<file path="config.mk">
export PLATFORM = sky130hd
export DESIGN_NAME = mrd_completer_flat
export DESIGN_NICKNAME = d
export VERILOG_FILES = /design/src/rtl/mrd_completer_pkg.sv /design/src/rtl/mrd_completer_if.sv /design/src/rtl/mrd_hdr_parse.sv /design/src/rtl/mrd_completer.sv /design/src/flat_wrapper.sv
export SDC_FILE = /design/constraint.sdc
export NUM_CORES = 1
export LEC_CHECK = 0
export CORE_MARGIN = 2
export CORE_UTILIZATION = 40
export CTS_CLUSTER_SIZE = 25
export DETAILED_ROUTE_END_ITERATION = 8
export DONT_BUFFER_PORTS = 1
export HOLD_SLACK_MARGIN = 0.08
export PLACE_DENSITY = 0.53
export SETUP_SLACK_MARGIN = 0.3
export SYNTH_ARGS = -nofsm -noshare
export SYNTH_HDL_FRONTEND = slang
export SYNTH_HIERARCHICAL = 1
export SYNTH_SLANG_ARGS = --single-unit
</file>
<file path="constraint.sdc">
create_clock -name trn_clk -period 3.8 [get_ports trn_clk]
set_input_delay 0.19 -clock trn_clk [delete_from_list [all_inputs] [get_ports trn_clk]]
set_output_delay 0.19 -clock trn_clk [all_outputs]
set_load 0.03 [all_outputs]
</file>
<file path="src/rtl/mrd_completer_pkg.sv">
// rtl/mrd_completer_pkg.sv - shared TLP constants, FSM encoding and header record for mrd_completer
package mrd_completer_pkg;

  localparam logic [1:0] FMT_3DW_NODATA = 2'b00;
  localparam logic [1:0] FMT_4DW_NODATA = 2'b01;
  localparam logic [1:0] FMT_3DW_DATA   = 2'b10;
  localparam logic [4:0] TYPE_MEM       = 5'b00000;
  localparam logic [4:0] TYPE_CPL       = 5'b01010;

  localparam logic [2:0]  CPL_STS_SC   = 3'b000;
  localparam logic [2:0]  CPL_STS_UR   = 3'b001;
  localparam logic [11:0] CPL_BYTE_CNT = 12'd4;

  typedef enum logic [2:0] {
    S_IDLE  = 3'd0,
    S_HDR2  = 3'd1,
    S_RDREG = 3'd2,
    S_REQ   = 3'd3,
    S_QW0   = 3'd4,
    S_QW1   = 3'd5
  } state_e;

  typedef struct packed {
    logic [15:0] req_id;
    logic [7:0]  tag;
    logic [3:0]  first_be;
    logic [2:0]  tc;
    logic [1:0]  attr;
    logic [9:0]  len;
    logic        is_64;
  } mrd_hdr_t;

  // Register file is little-endian; completion payload is carried big-endian on the link.
  function automatic logic [31:0] bswap32(input logic [31:0] d);
    return {d[7:0], d[15:8], d[23:16], d[31:24]};
  endfunction

endpackage

</file>
<file path="src/rtl/mrd_completer_if.sv">
// rtl/mrd_completer_if.sv - Rx/Tx local-link, Tx arbitration and register read port bundle
interface mrd_completer_if;
  logic [63:0] trn_rd;
  logic [7:0]  trn_rrem_n;
  logic        trn_rsof_n;
  logic        trn_reof_n;
  logic        trn_rsrc_rdy_n;
  logic        trn_rsrc_dsc_n;
  logic [6:0]  trn_rbar_hit_n;
  logic        trn_rnp_ok_n;
  logic [63:0] trn_td;
  logic [7:0]  trn_trem_n;
  logic        trn_tsof_n;
  logic        trn_teof_n;
  logic        trn_tsrc_rdy_n;
  logic        trn_tdst_rdy_n;
  logic        tx_req;
  logic        tx_gnt;
  logic        tx_done;
  logic [9:0]  reg_rd_addr;
  logic [31:0] reg_rd_data;

  modport master (
    input  trn_rd, trn_rrem_n, trn_rsof_n, trn_reof_n, trn_rsrc_rdy_n, trn_rsrc_dsc_n,
           trn_rbar_hit_n, trn_tdst_rdy_n, tx_gnt, reg_rd_data,
    output trn_rnp_ok_n, trn_td, trn_trem_n, trn_tsof_n, trn_teof_n, trn_tsrc_rdy_n,
           tx_req, tx_done, reg_rd_addr
  );

  modport slave (
    output trn_rd, trn_rrem_n, trn_rsof_n, trn_reof_n, trn_rsrc_rdy_n, trn_rsrc_dsc_n,
           trn_rbar_hit_n, trn_tdst_rdy_n, tx_gnt, reg_rd_data,
    input  trn_rnp_ok_n, trn_td, trn_trem_n, trn_tsof_n, trn_teof_n, trn_tsrc_rdy_n,
           tx_req, tx_done, reg_rd_addr
  );
endinterface

</file>
<file path="src/rtl/mrd_hdr_parse.sv">
// rtl/mrd_hdr_parse.sv - MRd decode, header field capture and supported/unsupported classification
module mrd_hdr_parse
  import mrd_completer_pkg::*;
(
  input  logic        trn_clk,
  input  logic        trn_reset,
  input  logic [63:0] rd,
  input  logic        ld_hdr,
  input  logic        ld_addr,
  output logic        sof_is_mrd,
  output logic [9:0]  beat_dw_addr,
  output mrd_hdr_t    hdr,
  output logic [6:0]  lower_addr,
  output logic        supported
);

  mrd_hdr_t   hdr_d, hdr_q;
  logic [4:0] lower_d, lower_q;
  logic       unused_bits;

  assign sof_is_mrd = (rd[60:56] == TYPE_MEM) &&
                      ((rd[62:61] == FMT_3DW_NODATA) || (rd[62:61] == FMT_4DW_NODATA));

  // MRd32 carries the address in DW2 (upper half of QW1), MRd64 low address in DW3.
  assign beat_dw_addr = hdr_q.is_64 ? rd[11:2] : rd[43:34];

  always_comb begin
    hdr_d   = hdr_q;
    lower_d = lower_q;
    if (ld_hdr) begin
      hdr_d.req_id   = rd[31:16];
      hdr_d.tag      = rd[15:8];
      hdr_d.first_be = rd[3:0];
      hdr_d.tc       = rd[54:52];
      hdr_d.attr     = rd[45:44];
      hdr_d.len      = rd[41:32];
      hdr_d.is_64    = rd[61];
    end
    if (ld_addr) begin
      lower_d = beat_dw_addr[4:0];
    end
  end

  always_ff @(posedge trn_clk or posedge trn_reset) begin
    if (trn_reset) begin
      hdr_q   <= '0;
      lower_q <= '0;
    end else begin
      hdr_q   <= hdr_d;
      lower_q <= lower_d;
    end
  end

  assign hdr         = hdr_q;
  assign lower_addr  = {lower_q, 2'b00};
  assign supported   = (hdr_q.len == 10'd1) && (hdr_q.first_be == 4'hF);
  assign unused_bits = ^{rd[63], rd[55], rd[51:46]};

endmodule

</file>
<file path="src/rtl/mrd_completer.sv">
// rtl/mrd_completer.sv - single-DW memory-read completer serving one BAR from the register file
// Optional MRD_UR_CPL_EN: answer unsupported MRd with a UR completion instead of dropping it.
module mrd_completer
  import mrd_completer_pkg::*;
#(
  parameter int BAR_HIT_IDX = 0
) (
  input  logic                  trn_clk,
  input  logic                  trn_reset,
  mrd_completer_if.master       trn,
  input  logic [15:0]           cfg_completer_id,
  output logic [15:0]           drop_cnt
);

`ifdef MRD_UR_CPL_EN
  localparam bit UR_EN = 1'b1;
`else
  localparam bit UR_EN = 1'b0;
`endif

  state_e      state_d, state_q;
  logic [63:0] td_d, td_q;
  logic [7:0]  trem_n_d, trem_n_q;
  logic        tsof_n_d, tsof_n_q, teof_n_d, teof_n_q, tsrc_rdy_n_d, tsrc_rdy_n_q;
  logic        tx_req_d, tx_req_q, tx_done_d, tx_done_q, rnp_ok_n_d, rnp_ok_n_q;
  logic [9:0]  reg_rd_addr_d, reg_rd_addr_q;
  logic [15:0] drop_cnt_d, drop_cnt_q;
  logic [31:0] data_d, data_q;

  logic        rx_beat, new_mrd, drop_inc, sof_is_mrd, supported, unused_in;
  logic [9:0]  beat_dw_addr;
  logic [6:0]  lower_addr;
  mrd_hdr_t    hdr;
  logic [31:0] cpld_dw0, ur_dw0, dw1_sc, dw1_ur, dw2;

  assign rx_beat = !trn.trn_rsrc_rdy_n;
  assign new_mrd = rx_beat && !trn.trn_rsof_n && !trn.trn_rbar_hit_n[BAR_HIT_IDX] && sof_is_mrd;

  mrd_hdr_parse u_hdr_parse (
    .trn_clk      (trn_clk),
    .trn_reset    (trn_reset),
    .rd           (trn.trn_rd),
    .ld_hdr       (state_q == S_IDLE && new_mrd),
    .ld_addr      (state_q == S_HDR2 && rx_beat),
    .sof_is_mrd   (sof_is_mrd),
    .beat_dw_addr (beat_dw_addr),
    .hdr          (hdr),
    .lower_addr   (lower_addr),
    .supported    (supported)
  );

  assign cpld_dw0 = {1'b0, FMT_3DW_DATA, TYPE_CPL, 1'b0, hdr.tc, 4'b0, 2'b00, hdr.attr, 2'b00, 10'd1};
  assign ur_dw0   = {1'b0, FMT_3DW_NODATA, TYPE_CPL, 1'b0, hdr.tc, 4'b0, 2'b00, hdr.attr, 2'b00, 10'd0};
  assign dw1_sc   = {cfg_completer_id, CPL_STS_SC, 1'b0, CPL_BYTE_CNT};
  assign dw1_ur   = {cfg_completer_id, CPL_STS_UR, 1'b0, CPL_BYTE_CNT};
  assign dw2      = {hdr.req_id, hdr.tag, 1'b0, lower_addr};

  always_comb begin
    state_d       = state_q;
    td_d          = td_q;
    trem_n_d      = trem_n_q;
    tsof_n_d      = tsof_n_q;
    teof_n_d      = teof_n_q;
    tsrc_rdy_n_d  = tsrc_rdy_n_q;
    tx_req_d      = tx_req_q;
    tx_done_d     = 1'b0;
    reg_rd_addr_d = reg_rd_addr_q;
    data_d        = data_q;
    drop_inc      = (state_q != S_IDLE) && new_mrd;
    case (state_q)
      S_IDLE: if (new_mrd) state_d = S_HDR2;
      S_HDR2: begin
        if (!trn.trn_rsrc_dsc_n) begin
          state_d = S_IDLE;
        end else if (rx_beat) begin
          reg_rd_addr_d = beat_dw_addr;
          if (supported || UR_EN) begin
            state_d = S_RDREG;
          end else begin
            state_d  = S_IDLE;
            drop_inc = 1'b1;
          end
        end
      end
      S_RDREG: begin
        state_d  = S_REQ;
        tx_req_d = 1'b1;
      end
      S_REQ: begin
        // Read data is stable by now and the address does not move until the next request.
        data_d = trn.reg_rd_data;
        if (trn.tx_gnt) begin
          state_d      = S_QW0;
          tx_req_d     = 1'b0;
          td_d         = supported ? {cpld_dw0, dw1_sc} : {ur_dw0, dw1_ur};
          trem_n_d     = 8'h00;
          tsof_n_d     = 1'b0;
          teof_n_d     = 1'b1;
          tsrc_rdy_n_d = 1'b0;
        end
      end
      S_QW0: if (!trn.trn_tdst_rdy_n) begin
        state_d  = S_QW1;
        tsof_n_d = 1'b1;
        teof_n_d = 1'b0;
        td_d     = supported ? {dw2, bswap32(data_q)} : {dw2, 32'h0};
        trem_n_d = supported ? 8'h00 : 8'h0F;
      end
      S_QW1: if (!trn.trn_tdst_rdy_n) begin
        state_d      = S_IDLE;
        td_d         = '0;
        trem_n_d     = 8'hFF;
        teof_n_d     = 1'b1;
        tsrc_rdy_n_d = 1'b1;
        tx_done_d    = 1'b1;
      end
      default: state_d = S_IDLE;
    endcase
    rnp_ok_n_d = (state_d != S_IDLE);
    drop_cnt_d = (drop_inc && drop_cnt_q != 16'hFFFF) ? drop_cnt_q + 16'd1 : drop_cnt_q;
  end

  always_ff @(posedge trn_clk or posedge trn_reset) begin
    if (trn_reset) begin
      state_q       <= S_IDLE;
      td_q          <= '0;
      trem_n_q      <= 8'hFF;
      tsof_n_q      <= 1'b1;
      teof_n_q      <= 1'b1;
      tsrc_rdy_n_q  <= 1'b1;
      tx_req_q      <= 1'b0;
      tx_done_q     <= 1'b0;
      rnp_ok_n_q    <= 1'b0;
      reg_rd_addr_q <= '0;
      drop_cnt_q    <= '0;
      data_q        <= '0;
    end else begin
      state_q       <= state_d;
      td_q          <= td_d;
      trem_n_q      <= trem_n_d;
      tsof_n_q      <= tsof_n_d;
      teof_n_q      <= teof_n_d;
      tsrc_rdy_n_q  <= tsrc_rdy_n_d;
      tx_req_q      <= tx_req_d;
      tx_done_q     <= tx_done_d;
      rnp_ok_n_q    <= rnp_ok_n_d;
      reg_rd_addr_q <= reg_rd_addr_d;
      drop_cnt_q    <= drop_cnt_d;
      data_q        <= data_d;
    end
  end

  assign trn.trn_td         = td_q;
  assign trn.trn_trem_n     = trem_n_q;
  assign trn.trn_tsof_n     = tsof_n_q;
  assign trn.trn_teof_n     = teof_n_q;
  assign trn.trn_tsrc_rdy_n = tsrc_rdy_n_q;
  assign trn.tx_req         = tx_req_q;
  assign trn.tx_done        = tx_done_q;
  assign trn.trn_rnp_ok_n   = rnp_ok_n_q;
  assign trn.reg_rd_addr    = reg_rd_addr_q;
  assign drop_cnt           = drop_cnt_q;
  assign unused_in = ^{trn.trn_rrem_n, trn.trn_reof_n, trn.trn_rbar_hit_n,
                       hdr.first_be, hdr.len, hdr.is_64};

endmodule

</file>
<file path="src/flat_wrapper.sv">
// flat-port wrapper written by rule: the top's interface ports become plain ports
module mrd_completer_flat import mrd_completer_pkg::*;
#(
  parameter int BAR_HIT_IDX = 0
)
  (trn_clk, trn_reset, cfg_completer_id, drop_cnt, trn_trn_rd, trn_trn_rrem_n, trn_trn_rsof_n, trn_trn_reof_n, trn_trn_rsrc_rdy_n, trn_trn_rsrc_dsc_n, trn_trn_rbar_hit_n, trn_trn_tdst_rdy_n, trn_tx_gnt, trn_reg_rd_data, trn_trn_rnp_ok_n, trn_trn_td, trn_trn_trem_n, trn_trn_tsof_n, trn_trn_teof_n, trn_trn_tsrc_rdy_n, trn_tx_req, trn_tx_done, trn_reg_rd_addr);
  mrd_completer_if trn_i ();
  input  logic trn_clk;
  input  logic trn_reset;
  input  logic [15:0] cfg_completer_id;
  output logic [15:0] drop_cnt;
  input wire logic [$bits(trn_i.trn_rd)-1:0] trn_trn_rd;
  input wire logic [$bits(trn_i.trn_rrem_n)-1:0] trn_trn_rrem_n;
  input wire logic [$bits(trn_i.trn_rsof_n)-1:0] trn_trn_rsof_n;
  input wire logic [$bits(trn_i.trn_reof_n)-1:0] trn_trn_reof_n;
  input wire logic [$bits(trn_i.trn_rsrc_rdy_n)-1:0] trn_trn_rsrc_rdy_n;
  input wire logic [$bits(trn_i.trn_rsrc_dsc_n)-1:0] trn_trn_rsrc_dsc_n;
  input wire logic [$bits(trn_i.trn_rbar_hit_n)-1:0] trn_trn_rbar_hit_n;
  input wire logic [$bits(trn_i.trn_tdst_rdy_n)-1:0] trn_trn_tdst_rdy_n;
  input wire logic [$bits(trn_i.tx_gnt)-1:0] trn_tx_gnt;
  input wire logic [$bits(trn_i.reg_rd_data)-1:0] trn_reg_rd_data;
  output wire logic [$bits(trn_i.trn_rnp_ok_n)-1:0] trn_trn_rnp_ok_n;
  output wire logic [$bits(trn_i.trn_td)-1:0] trn_trn_td;
  output wire logic [$bits(trn_i.trn_trem_n)-1:0] trn_trn_trem_n;
  output wire logic [$bits(trn_i.trn_tsof_n)-1:0] trn_trn_tsof_n;
  output wire logic [$bits(trn_i.trn_teof_n)-1:0] trn_trn_teof_n;
  output wire logic [$bits(trn_i.trn_tsrc_rdy_n)-1:0] trn_trn_tsrc_rdy_n;
  output wire logic [$bits(trn_i.tx_req)-1:0] trn_tx_req;
  output wire logic [$bits(trn_i.tx_done)-1:0] trn_tx_done;
  output wire logic [$bits(trn_i.reg_rd_addr)-1:0] trn_reg_rd_addr;
  assign trn_i.trn_rd = trn_trn_rd;
  assign trn_i.trn_rrem_n = trn_trn_rrem_n;
  assign trn_i.trn_rsof_n = trn_trn_rsof_n;
  assign trn_i.trn_reof_n = trn_trn_reof_n;
  assign trn_i.trn_rsrc_rdy_n = trn_trn_rsrc_rdy_n;
  assign trn_i.trn_rsrc_dsc_n = trn_trn_rsrc_dsc_n;
  assign trn_i.trn_rbar_hit_n = trn_trn_rbar_hit_n;
  assign trn_i.trn_tdst_rdy_n = trn_trn_tdst_rdy_n;
  assign trn_i.tx_gnt = trn_tx_gnt;
  assign trn_i.reg_rd_data = trn_reg_rd_data;
  assign trn_trn_rnp_ok_n = trn_i.trn_rnp_ok_n;
  assign trn_trn_td = trn_i.trn_td;
  assign trn_trn_trem_n = trn_i.trn_trem_n;
  assign trn_trn_tsof_n = trn_i.trn_tsof_n;
  assign trn_trn_teof_n = trn_i.trn_teof_n;
  assign trn_trn_tsrc_rdy_n = trn_i.trn_tsrc_rdy_n;
  assign trn_tx_req = trn_i.tx_req;
  assign trn_tx_done = trn_i.tx_done;
  assign trn_reg_rd_addr = trn_i.reg_rd_addr;
  mrd_completer #(.BAR_HIT_IDX(BAR_HIT_IDX)) u_core (.trn_clk(trn_clk), .trn_reset(trn_reset), .trn(trn_i), .cfg_completer_id(cfg_completer_id), .drop_cnt(drop_cnt));
endmodule
</file>
**Word level (Yosys, flattened, before mapping)**

Index checks and enable logic that the tools add are counted.

- Output and inout port bits: 104
- Flip-flop bits (word level): 188

- Bitwise operators: 1
- Add/sub/neg operators: 1
- Equal/unequal tests: 12
- Muxes and demuxes: 34
- Reduce and logical (&&, ||, !) cells: 27

Operators by type and width:

| kind | count |
|---|---|
| 64-bit 2-to-1 mux | 3 |
| 64-bit one-hot mux with 3 select lines | 1 |
| 63-bit 2-to-1 mux | 1 |
| 32-bit 2-to-1 mux | 1 |
| 8-bit 2-to-1 mux | 3 |
| 8-bit one-hot mux with 3 select lines | 1 |
| 3-bit 2-to-1 mux | 6 |
| 3-bit one-hot mux with 6 select lines | 1 |
| 16-bit by 1-bit adder with 16-bit output, second input constant | 1 |
| 16-bit != test, second input constant | 1 |
| 10-bit by 1-bit == test with 1-bit output, second input constant | 1 |
| 1-bit 2-to-1 mux | 10 |
| 10-bit 2-to-1 mux | 1 |
| 1-bit logical AND | 9 |
| 3-bit AND reduction | 3 |
| 3-bit nonzero test | 3 |
| 3-bit by 2-bit == test with 1-bit output, second input constant | 2 |
| 3-bit == test, second input constant | 2 |
| 2-bit != test, second input constant | 3 |
| 1-bit one-hot mux with 2 select lines | 3 |
| 2-bit nonzero test | 3 |
| 5-bit zero test | 1 |
| 4-bit == test, second input constant | 1 |
| 4-bit 2-to-1 mux | 1 |
| other kinds (11) | 13 |

**Depth between registers and ports, before layout**

Gate-level depths: netlist of run 1.

- Depth in word-level cells: 10
- Gate-level depth with buffers: 8

**Modules after synthesis**

The synthesis of run 1 kept the hierarchy.

By module, submodules not included:

| module | area an instance (um2) | sequential area each (um2) | cells each | instances |
|---|---|---|---|---|
| mrd_completer | 5421.4 | 3309.4 | 423 | 1 |
| mrd_hdr_parse | 2010.7 | 1226.2 | 125 | 1 |

**Worst setup path after synthesis of run 1**

No wires, ideal clock.

- Path kind: register -> register
- From: register u_core.u_hdr_parse.hdr_q (netlist bit u_core/u_hdr_parse/hdr[4])
- To: register u_core.drop_cnt_q[15] (netlist: u_core/drop_cnt[15])
- Clock period less this slack: 2.254 ns
- Library setup time: 0.128 ns
- Stages on the path, launching flop included: 7
- Buffers on the path: 0
- Setup slack: 1.546 ns
- Arrival time: 2.126 ns
- Required time: 3.672 ns
- Path through: dfrtp_1 -> or4_4 -> nor4_2 -> inv_1 -> a32oi_2 -> nor4b_1 -> mux2_1

- Word-level cells in the longest chain between the ends: 7

Ends and longest elaborated chain:

| what | RTL line | RTL |
|---|---|---|
| start: declaration | mrd_hdr_parse.sv:17 | `mrd_hdr_t hdr_d, hdr_q;` |
| start signal: assignment | mrd_hdr_parse.sv:49 | `hdr_q <= hdr_d;` |
| 10-bit by 1-bit == test with 1-bit output | mrd_hdr_parse.sv:56 | `assign supported = (hdr_q.len == 10'd1) && (hdr_q.first_be == 4'hF);` |
| 1-bit logical AND | mrd_hdr_parse.sv:56 |  |
| named net u_core.supported | mrd_completer.sv:30 | `logic rx_beat, new_mrd, drop_inc, sof_is_mrd, supported, unused_in;` |
| 1-bit 2-to-1 mux | mrd_completer.sv:77 | `if (supported \|\| UR_EN) begin` |
| 1-bit 2-to-1 mux | mrd_completer.sv:75 | `end else if (rx_beat) begin` |
| 1-bit 2-to-1 mux | mrd_completer.sv:73 | `if (!trn.trn_rsrc_dsc_n) begin` |
| 1-bit 2-to-1 mux | mrd_completer.sv:70 | `case (state_q)` |
| 1-bit logical AND | mrd_completer.sv:120 | `drop_cnt_d = (drop_inc && drop_cnt_q != 16'hFFFF) ? drop_cnt_q + 16'd1 : drop_cnt_q;` |
| end signal: assignment | mrd_completer.sv:148 | `drop_cnt_q <= drop_cnt_d;` |
| end: declaration | mrd_completer.sv:27 | `logic [15:0] drop_cnt_d, drop_cnt_q;` |

The timed path passes the listed nets, and every way through them passes these cells.
A chain may end at the register's enable or synchronous reset.

**Worst setup path in the final report of run 1**

Same ends and word-level chain as after synthesis.

==> results.txt, run 1 <==
The run finished with clean final reports. In the final layout, the share of cells above drive strength 1 is 0.2611. The first-pass iteration count of the detailed router came out at 4. The average cell area after synthesis came out at 13.56 µm². The I/O pin total came out at 239. The sum of negative setup slack is 0 ns. TritonCTS built the clock tree.

Of the synthesized area, sequential elements account for 0.6103. The number of warnings printed during yosys synthesis is 6. The number of clock buffers inserted by TritonCTS is 17. The net count of the finished layout is 776. The final count of hold timing violations is 0. Counting the fill cells in the layout gives 1,587.

The vertical die dimension is 140.3 µm. The number of levels the H-tree was split into is 4. Synthesis inferred 181 register bits. The data required time at the worst endpoint came out at 4.10 ns.

The count of buffering cells on the critical path with inverters included came out at 1. The max capacitance violation total is 0. The initial cell density of the core is 0.4109. The category of the critical setup timing path is register to register.

The total of cells resized after clock tree synthesis came out at 0. The via count of the first global-routing pass came out at 5,179. The critical path goes through or4_4 > nor4_2 > inv_1 > a32oi_2 > nor4b_1 > mux2_1.

The relative max-transition margin came out at 0.2777. Final hold analysis gives a worst-case slack of 0.1021 ns. The analysis attributes to cell leakage a power of 4.114 nW. The areal power density over the cells is 570.4 nW/µm².

Setup violations remaining at the end of the flow were counted as 0. The count of final max-slew check failures came to 0. The largest net degree at the start of global routing is 75. The global-route wire length before repair came out at 27,940 µm. The final layout contains routed wiring with a total length of 17,630 µm. For the pin with the worst max-slew slack, the measured transition is 1.082 ns. The detail-routed net length per standard cell is 20.01 µm. The number of enable-type register cells in the synthesized netlist is 0. The largest fanout on the critical path is 12. The clock group share of total power came out at 0.309. The combinational group share of total power is 0.108. In the synthesized netlist the dominant register cell turns out to be sky130_fd_sc_hd__dfrtp_1. Setup repair after global routing left no endpoint under its margin. The minimum clock period after layout came out at 2.924 ns. The DRC violations left came out at 0. Of the total power, registers draw 0.583. The number of DRC markers after the initial detailed-route iteration came out at 154. The largest stage delay on the critical path is 0.66 ns. The cell count after placement came out at 748. The fmax came out at 342.0 MHz. The switching part of the total power is 0.3399.

The distinct cell type count after synthesis came out at 48. The horizontal extent of the die is 140.3 µm. The largest clock skew in the final design is 0.007428 ns. The combined area of all synthesized cells came out at 7432 µm². The core area is 18,090 µm². The floorplan row count came out at 49. The signal arrival time at the worst endpoint is 3.22 ns. The library cell used as clock root buffer is sky130_fd_sc_hd__clkbuf_16.

The share of flip-flops with an asynchronous set or reset after synthesis came out at 1.000. The residual antenna-violating net count after detailed routing is 0. The overall global routing resource usage is 0.1812. Dividing the final minimum period by the clock period gives 0.7695. The die covers 19,690 µm².

The class of the most critical hold timing path is input port to register. The worst setup path is captured at a register. The final non-filler cell total came out at 881. The peak supply drop came out at 0.4155 mV. The startpoint kind of the worst setup timing path is a register. After clock tree synthesis, the clock-pin slew on the worst setup and hold paths is 0.06 ns.

The leftover overflow at the end of global routing is 0. The largest buffer count on any clock path came out at 2. The layout-stage area growth over the synthesis result came out at 23.42%.

The analysis attributes to net switching a power of 0.001778 W. The initial antenna violation count was 1. The count of buffers inserted at the top-level ports is 0. The CTS sink count came out at 181. Summed over all nets, the half-perimeter wirelength after detailed placement is 11,590 µm. In this design, the largest share of critical-path delay is due to simple AND/OR/NAND/NOR gates. Routability-driven placement finished with a final weighted congestion of 0.7982. The routed via count is 4,760.

The internal cell power is 0.003454 W. The number of vias per cell came out at 5.403. The slowest stage of the critical path is the sky130_fd_sc_hd__a32oi_2 cell.

The later-pin clock latency in the skew report is 0.42 ns. The post-synthesis instance total came out at 548.
==> registers in the layout (all words and copies together), names as in the netlist <==
name	count
u_core/u_hdr_parse/hdr	44
u_core/trn.trn_trem_n	2
u_core/trn.trn_tsof_n	1
u_core/drop_cnt	16
u_core/state_q	3
u_core/trn.reg_rd_addr	10
u_core/trn.tx_done	1
u_core/trn.trn_tsrc_rdy_n	1
u_core/trn.trn_td	63
u_core/trn.tx_req	1
u_core/u_hdr_parse/lower_q	5
u_core/data_q	32
u_core/trn.trn_rnp_ok_n	1
u_core/trn.trn_teof_n	1
==> metrics by stage <==
stage	area, µm²	util	setup WS, ns	total power (W)
final	9173	0.5072	0.8757	0.005232
after global routing	9173	0.5072	0.6357	0.005494
after CTS	9170	0.5070	0.8459	0.005293
after detailed placement	7609	0.4207	0.8642	0.003564
after global placement	7609	0.4207	0.9069	0.003534
after floorplan	7440	-	1.546	0.003427
==> final timing paths <==
check / slack, ns / cells after the start / startpoint / end
min: 0.10 / 2 / trn_trn_rd[34] / u_core/trn.reg_rd_addr[0]$_DFFE_PP0P_
min reg2reg: 0.48 / 1 / u_core/u_hdr_parse/lower_q[0]$_DFFE_PP0P_ / u_core/trn.trn_td[34]$_DFFE_PP0P_
max: 0.88 / 6 / u_core/u_hdr_parse/hdr[4]$_DFFE_PP0P_ / u_core/drop_cnt[15]$_DFFE_PP0P_
max reg2reg: 0.88 / 6 / u_core/u_hdr_parse/hdr[4]$_DFFE_PP0P_ / u_core/drop_cnt[15]$_DFFE_PP0P_
max in group asynchronous: 2.56 / 3 / trn_reset / u_core/trn.trn_td[17]$_DFFE_PP0P_
min in group asynchronous: 0.14 / 2 / trn_reset / u_core/trn.trn_td[43]$_DFFE_PP0P_
==> synth_stat cells (4+ instances only) <==
master	count	area share
sky130_fd_sc_hd__dfstp_2	5	0.018
sky130_fd_sc_hd__inv_1	7	0.0035
sky130_fd_sc_hd__nor3_1	6	0.0040
sky130_fd_sc_hd__buf_4	9	0.0091
sky130_fd_sc_hd__xor2_1	12	0.014
sky130_fd_sc_hd__nand2_1	20	0.010
sky130_fd_sc_hd__a221o_1	5	0.0067
sky130_fd_sc_hd__a22o_1	34	0.040
sky130_fd_sc_hd__nand4_1	4	0.0034
sky130_fd_sc_hd__clkbuf_1	7	0.0035
sky130_fd_sc_hd__buf_1	6	0.0030
sky130_fd_sc_hd__dfrtp_1	176	0.59
sky130_fd_sc_hd__a221oi_1	20	0.024
sky130_fd_sc_hd__and3_1	5	0.0042
sky130_fd_sc_hd__nand3_1	6	0.0040
sky130_fd_sc_hd__o21ai_0	5	0.0034
sky130_fd_sc_hd__nor2_1	46	0.023
sky130_fd_sc_hd__nand2b_1	4	0.0034
sky130_fd_sc_hd__nor4_2	7	0.012
sky130_fd_sc_hd__buf_2	17	0.011
sky130_fd_sc_hd__mux2_2	102	0.15
==> worst register-to-register path, cell delays in order (launching register included) <==
cell and delay, ns:
sky130_fd_sc_hd__dfrtp_1 0.38, sky130_fd_sc_hd__or4_4 0.53, sky130_fd_sc_hd__nor4_2 0.45, sky130_fd_sc_hd__inv_1 0.27
sky130_fd_sc_hd__a32oi_2 0.66, sky130_fd_sc_hd__nor4b_1 0.18, sky130_fd_sc_hd__mux2_1 0.34
==> what timing repair did <==
action | 4_1_cts | 5_1_grt
hold buffers | 102 | 0
hold endpoints to repair | 290 | 0
setup endpoints to repair | 0 | 0
buffers inserted | 0 | 0
==> cells in the final DEF, fill, tap and decap left out, types with 12 or more instances in the layout <==
| cell type | instances |
|---|---|
| sky130_fd_sc_hd__buf_4 | 12 |
| sky130_fd_sc_hd__mux2_2 | 102 |
| sky130_fd_sc_hd__clkbuf_16 | 17 |
| sky130_fd_sc_hd__dfrtp_1 | 176 |
| sky130_fd_sc_hd__a22o_1 | 34 |
| sky130_fd_sc_hd__nor2_1 | 46 |
| sky130_fd_sc_hd__dlygate4sd3_1 | 102 |
| sky130_fd_sc_hd__nand2_1 | 20 |
| sky130_fd_sc_hd__xor2_1 | 12 |
| sky130_fd_sc_hd__a221oi_1 | 20 |
==> layout make-up <==
cell class / instances / area [µm²] / share of cell area
Clock inverter: 10 / 73.82 / 0.008048
Inverter: 7 / 30.03 / 0.003274
Timing Repair Buffer: 114 / 1111 / 0.1211
Multi-Input combinational cell: 319 / 2666 / 0.2907
Tap cell: 229 / 286.5 / 0.03124
Sequential cell: 181 / 4536 / 0.4945
Antenna cell: 1 / 2.502 / 0.0002728
Clock buffer: 20 / 466.7 / 0.05088
==> power by group through the flow <==
stage	registers (W)	logic [W]	clock network (W)
floorplan	0.00292	0.000509	0
global placement	0.00308	0.000453	0
detailed placement	0.00309	0.000475	0
CTS	0.00305	0.000565	0.00167
global route	0.00309	0.000631	0.00177
finish	0.00305	0.000563	0.00162
==> metal layers <==
metal	routed length, µm	up-vias	track usage
met5	0	-	0
met2	8453	181	0.2931
li1	-	2170	-
met4	181	0	0.05635
met3	1433	17	0.06564
met1	7564	2392	0.2286
==> cells by family (layout without fill, tap and decap cells) <==
logic type | after synthesis | in the layout | synth area share
other | 2 | 4 | 0.001010
buffers and inverters | 49 | 151 | 0.03519
AO/OA/AOI/OAI | 78 | 78 | 0.08822
adder cells (fa/ha/maj) | 1 | 1 | 0.001683
AND/OR/NAND/NOR | 120 | 120 | 0.09108
multiplexers | 103 | 103 | 0.1561
XOR/XNOR | 14 | 14 | 0.01650
flip-flops | 181 | 181 | 0.6103
No activity file was read; power rests on OpenSTA's default activity.
==> run 2, diff against run 1 <==
- PLACE_DENSITY: 0.53 -> 0.51
- clock period: 3.8 -> 3 ns (I/O delays scaled with it)
==> run 2 against run 1 <==
Die area stayed put. Critical path depth increased by 2. Core utilization up 0.81 points. Power increased by 29%. Clock power is 32% higher. Via count rose by 2.2%. Critical path type unchanged. Largest cell class unchanged.
==> results.txt, run 2 (synthesis gave the netlist of run 1 again) <==
The flow ran to the end, and the final reports show no timing, DRC or antenna violations. In this run the vertical extent of the chip is 140.3 µm. The count of final max-slew check failures came out at 0. The final count of hold timing violations came out at 0.

The cell that appears most often on the critical path is sky130_fd_sc_hd__buf_4. The category of the critical setup timing path is register to register. Setup repair after global routing left no endpoint under its margin. The total overflow left after global routing is 0.

Max-cap violations in this run came to 0. After detailed routing, the total wire length is 17,800 µm. The detail-routed net length per standard cell came out at 19.95 µm.

The CTS sink count is 181. The peak supply drop is 0.3880 mV. The area of the die came out at 19,690 µm².

The worst path in the final design needs a cycle of 2.548 ns, including I/O delays and setup. At the pin with the least slew margin, the transition time is 1.087 ns. The via count of the first global-routing pass is 5,246. The leakage dissipation came out at 4.192 nW. The largest stage delay on the critical path came out at 0.53 ns. The global-route wire length before repair is 28,810 µm. The library cell used most frequently in the layout, excluding fill and tap cells, is sky130_fd_sc_hd__dfrtp_1. The overall global routing resource usage is 0.1853. The final core utilization is 0.5153. The worst setup path is captured at a register.

The layout-stage area growth over the synthesis result came out at 25.39%. The largest net degree at the start of global routing is 133. CTS placed an instance of sky130_fd_sc_hd__clkbuf_16 at the clock tree root. The data required time at the worst endpoint is 3.30 ns. The final-report setup violation count is 0. The min-delay analysis places its worst path in the category input port to register.

The largest clock skew in the final design came out at 0.008380 ns. The initial antenna violation count came out at 1. The count of nets left with antenna violations once routing finished came out at 0. The last weighted congestion value of the routability-driven placer is 0.7699. The horizontal extent of the die came out at 140.3 µm. The fmax came out at 392.4 MHz. The flip-flop count of the largest register, all copies and words added is 63.

The later pin in the worst-skew pair is clocked with a latency of 0.42 ns. The detailed-placement wirelength estimate is 11,370 µm. The number of DRC markers after the initial detailed-route iteration came out at 197.

The number of vias per cell came out at 5.452. Buffers placed on the I/O ports in this run total 0. The clock passes through at most 2 buffers. During I/O placement, the number of pins put on the boundary was 239.

The filler cells instantiated in the layout total 1,584. The core area came out at 18,090 µm². The diode insertion count for antenna repair is 0. The number of buffers inserted to repair setup after CTS came out at 0. The relative max-transition margin is 0.2743. The number of levels the H-tree was split into is 4. TritonCTS built the clock tree. The post-CTS clock slew at the launch and capture registers of the worst setup and hold paths is 0.07 ns. The floorplan row count came out at 49. The signal arrival time at the worst endpoint is 2.84 ns. The startpoint kind of the worst setup timing path is a register. The final cycle utilization of the critical path is 0.8494. The total of cells resized after clock tree synthesis is 0. The area of combinational cells with multiple inputs came out at 2666 µm². Setup total negative slack on the finished layout was measured at 0 ns. Leaving out fill and tap cells, the most frequent cells in the layout are sky130_fd_sc_hd__dfrtp_1, sky130_fd_sc_hd__dlygate4sd3_1, sky130_fd_sc_hd__mux2_2. The areal power density over the cells came out at 722.3 nW/µm². The first detailed-routing pass took 6 iterations. The slowest stage of the critical path belongs to the cell sky130_fd_sc_hd__or4_4.

The sequential cells in the finished layout cover a total of 4536 µm². The routed via count is 4,863. Counting the buffers created by CTS gives 17. The layout net count came out at 786.

The largest fanout on the critical path came out at 15. The overall power consumption came out at 0.006731 W. In the routed design, unresolved DRC markers number 0. The initial cell density of the core is 0.4109.

The signal on the critical path passes through or4_4 > nor4_2 > buf_4 > inv_1 > a32oi_2 > buf_4 > nor4b_1 > mux2_1. The fraction of layout instances using a drive strength above 1 is 0.2670.
==> run 2: cell count changes in the layout (fill, tap and decap cells not counted), sizes merged <==
cell	delta
clkbuf	-1
diode	-1
bufinv	+1
dlygate4sd3	+4
clkinv	+2
buf	+6
==> run 2: per-layer routing <==
layer	vias up	part of all wire	wire length, µm	track usage
met4	2	0.014	245	0.04838
met3	18	0.068	1216	0.06462
li1	2171	-	-	-
met1	2519	0.42	7556	0.2290
met5	-	0.00073	13	0
met2	153	0.49	8766	0.3117
==> run 2: worst paths after layout <==
check | from | to | slack (ns) | cells past startpoint
setup / recovery | u_core/u_hdr_parse/hdr[4]$_DFFE_PP0P_ | u_core/drop_cnt[15]$_DFFE_PP0P_ | 0.45 | 8
hold / removal | trn_tx_gnt | u_core/state_q[0]$_DFF_PP0_ | 0.15 | 3
setup reg to reg | u_core/u_hdr_parse/hdr[4]$_DFFE_PP0P_ | u_core/drop_cnt[15]$_DFFE_PP0P_ | 0.45 | 8
hold reg to reg | u_core/data_q[30]$_DFFE_PP0P_ | u_core/trn.trn_td[6]$_DFFE_PP0P_ | 0.49 | 1
max in group asynchronous | trn_reset | u_core/u_hdr_parse/hdr[37]$_DFFE_PP0P_ | 1.80 | 2
min in group asynchronous | trn_reset | u_core/trn.reg_rd_addr[9]$_DFFE_PP0P_ | 0.41 | 3
==> run 2: area by class of cell <==
| class | count | share of cell area |
|---|---|---|
| Multi-Input combinational cell | 319 | 0.2861 |
| Clock buffer | 19 | 0.04753 |
| Tap cell | 229 | 0.03075 |
| Inverter | 7 | 0.003222 |
| Timing Repair Buffer | 124 | 0.1324 |
| Clock inverter | 13 | 0.01329 |
| Sequential cell | 181 | 0.4867 |
==> run 2: repair_timing <==
action / in CTS / in global routing
hold buffers: 106 / 0
hold endpoints to repair: 295 / 0
setup endpoints to repair: 0 / 0
==> run 2: report_power, final <==
part	leakage, nW	total (W)	switching [W]	internal [W]
Combinational	1.59	0.000754	0.000336	0.000417
Sequential	2.32	0.00383	0.000988	0.00285
Clock	0.276	0.00214	0.000965	0.00118
Total	4.19	0.00673	0.00229	0.00444
==> run 2: critical path: cells and delay by family (launching register included) <==
family / cells / cell delay [ns]
and+or+nand+nor: 3 / 0.92
DFF: 1 / 0.38
AOI/OAI and AO/OA: 1 / 0.21
muxes: 1 / 0.32
buffers and inverters: 3 / 0.60
==> run 2: per-stage QoR <==
stage / setup slack (ns) / hold WS (ns) / instances / area (µm²)
CTS: 0.4235 / 0.08605 / 892 / 9319
detailed placement: 0.4379 / 0.2970 / 754 / 7691
floorplan: 0.7461 / 0.3005 / 549 / 7440
global route: 0.3371 / 0.1144 / 892 / 9319
finish: 0.4517 / 0.1471 / 892 / 9319
global placement: 0.4338 / 0.2928 / 754 / 7691
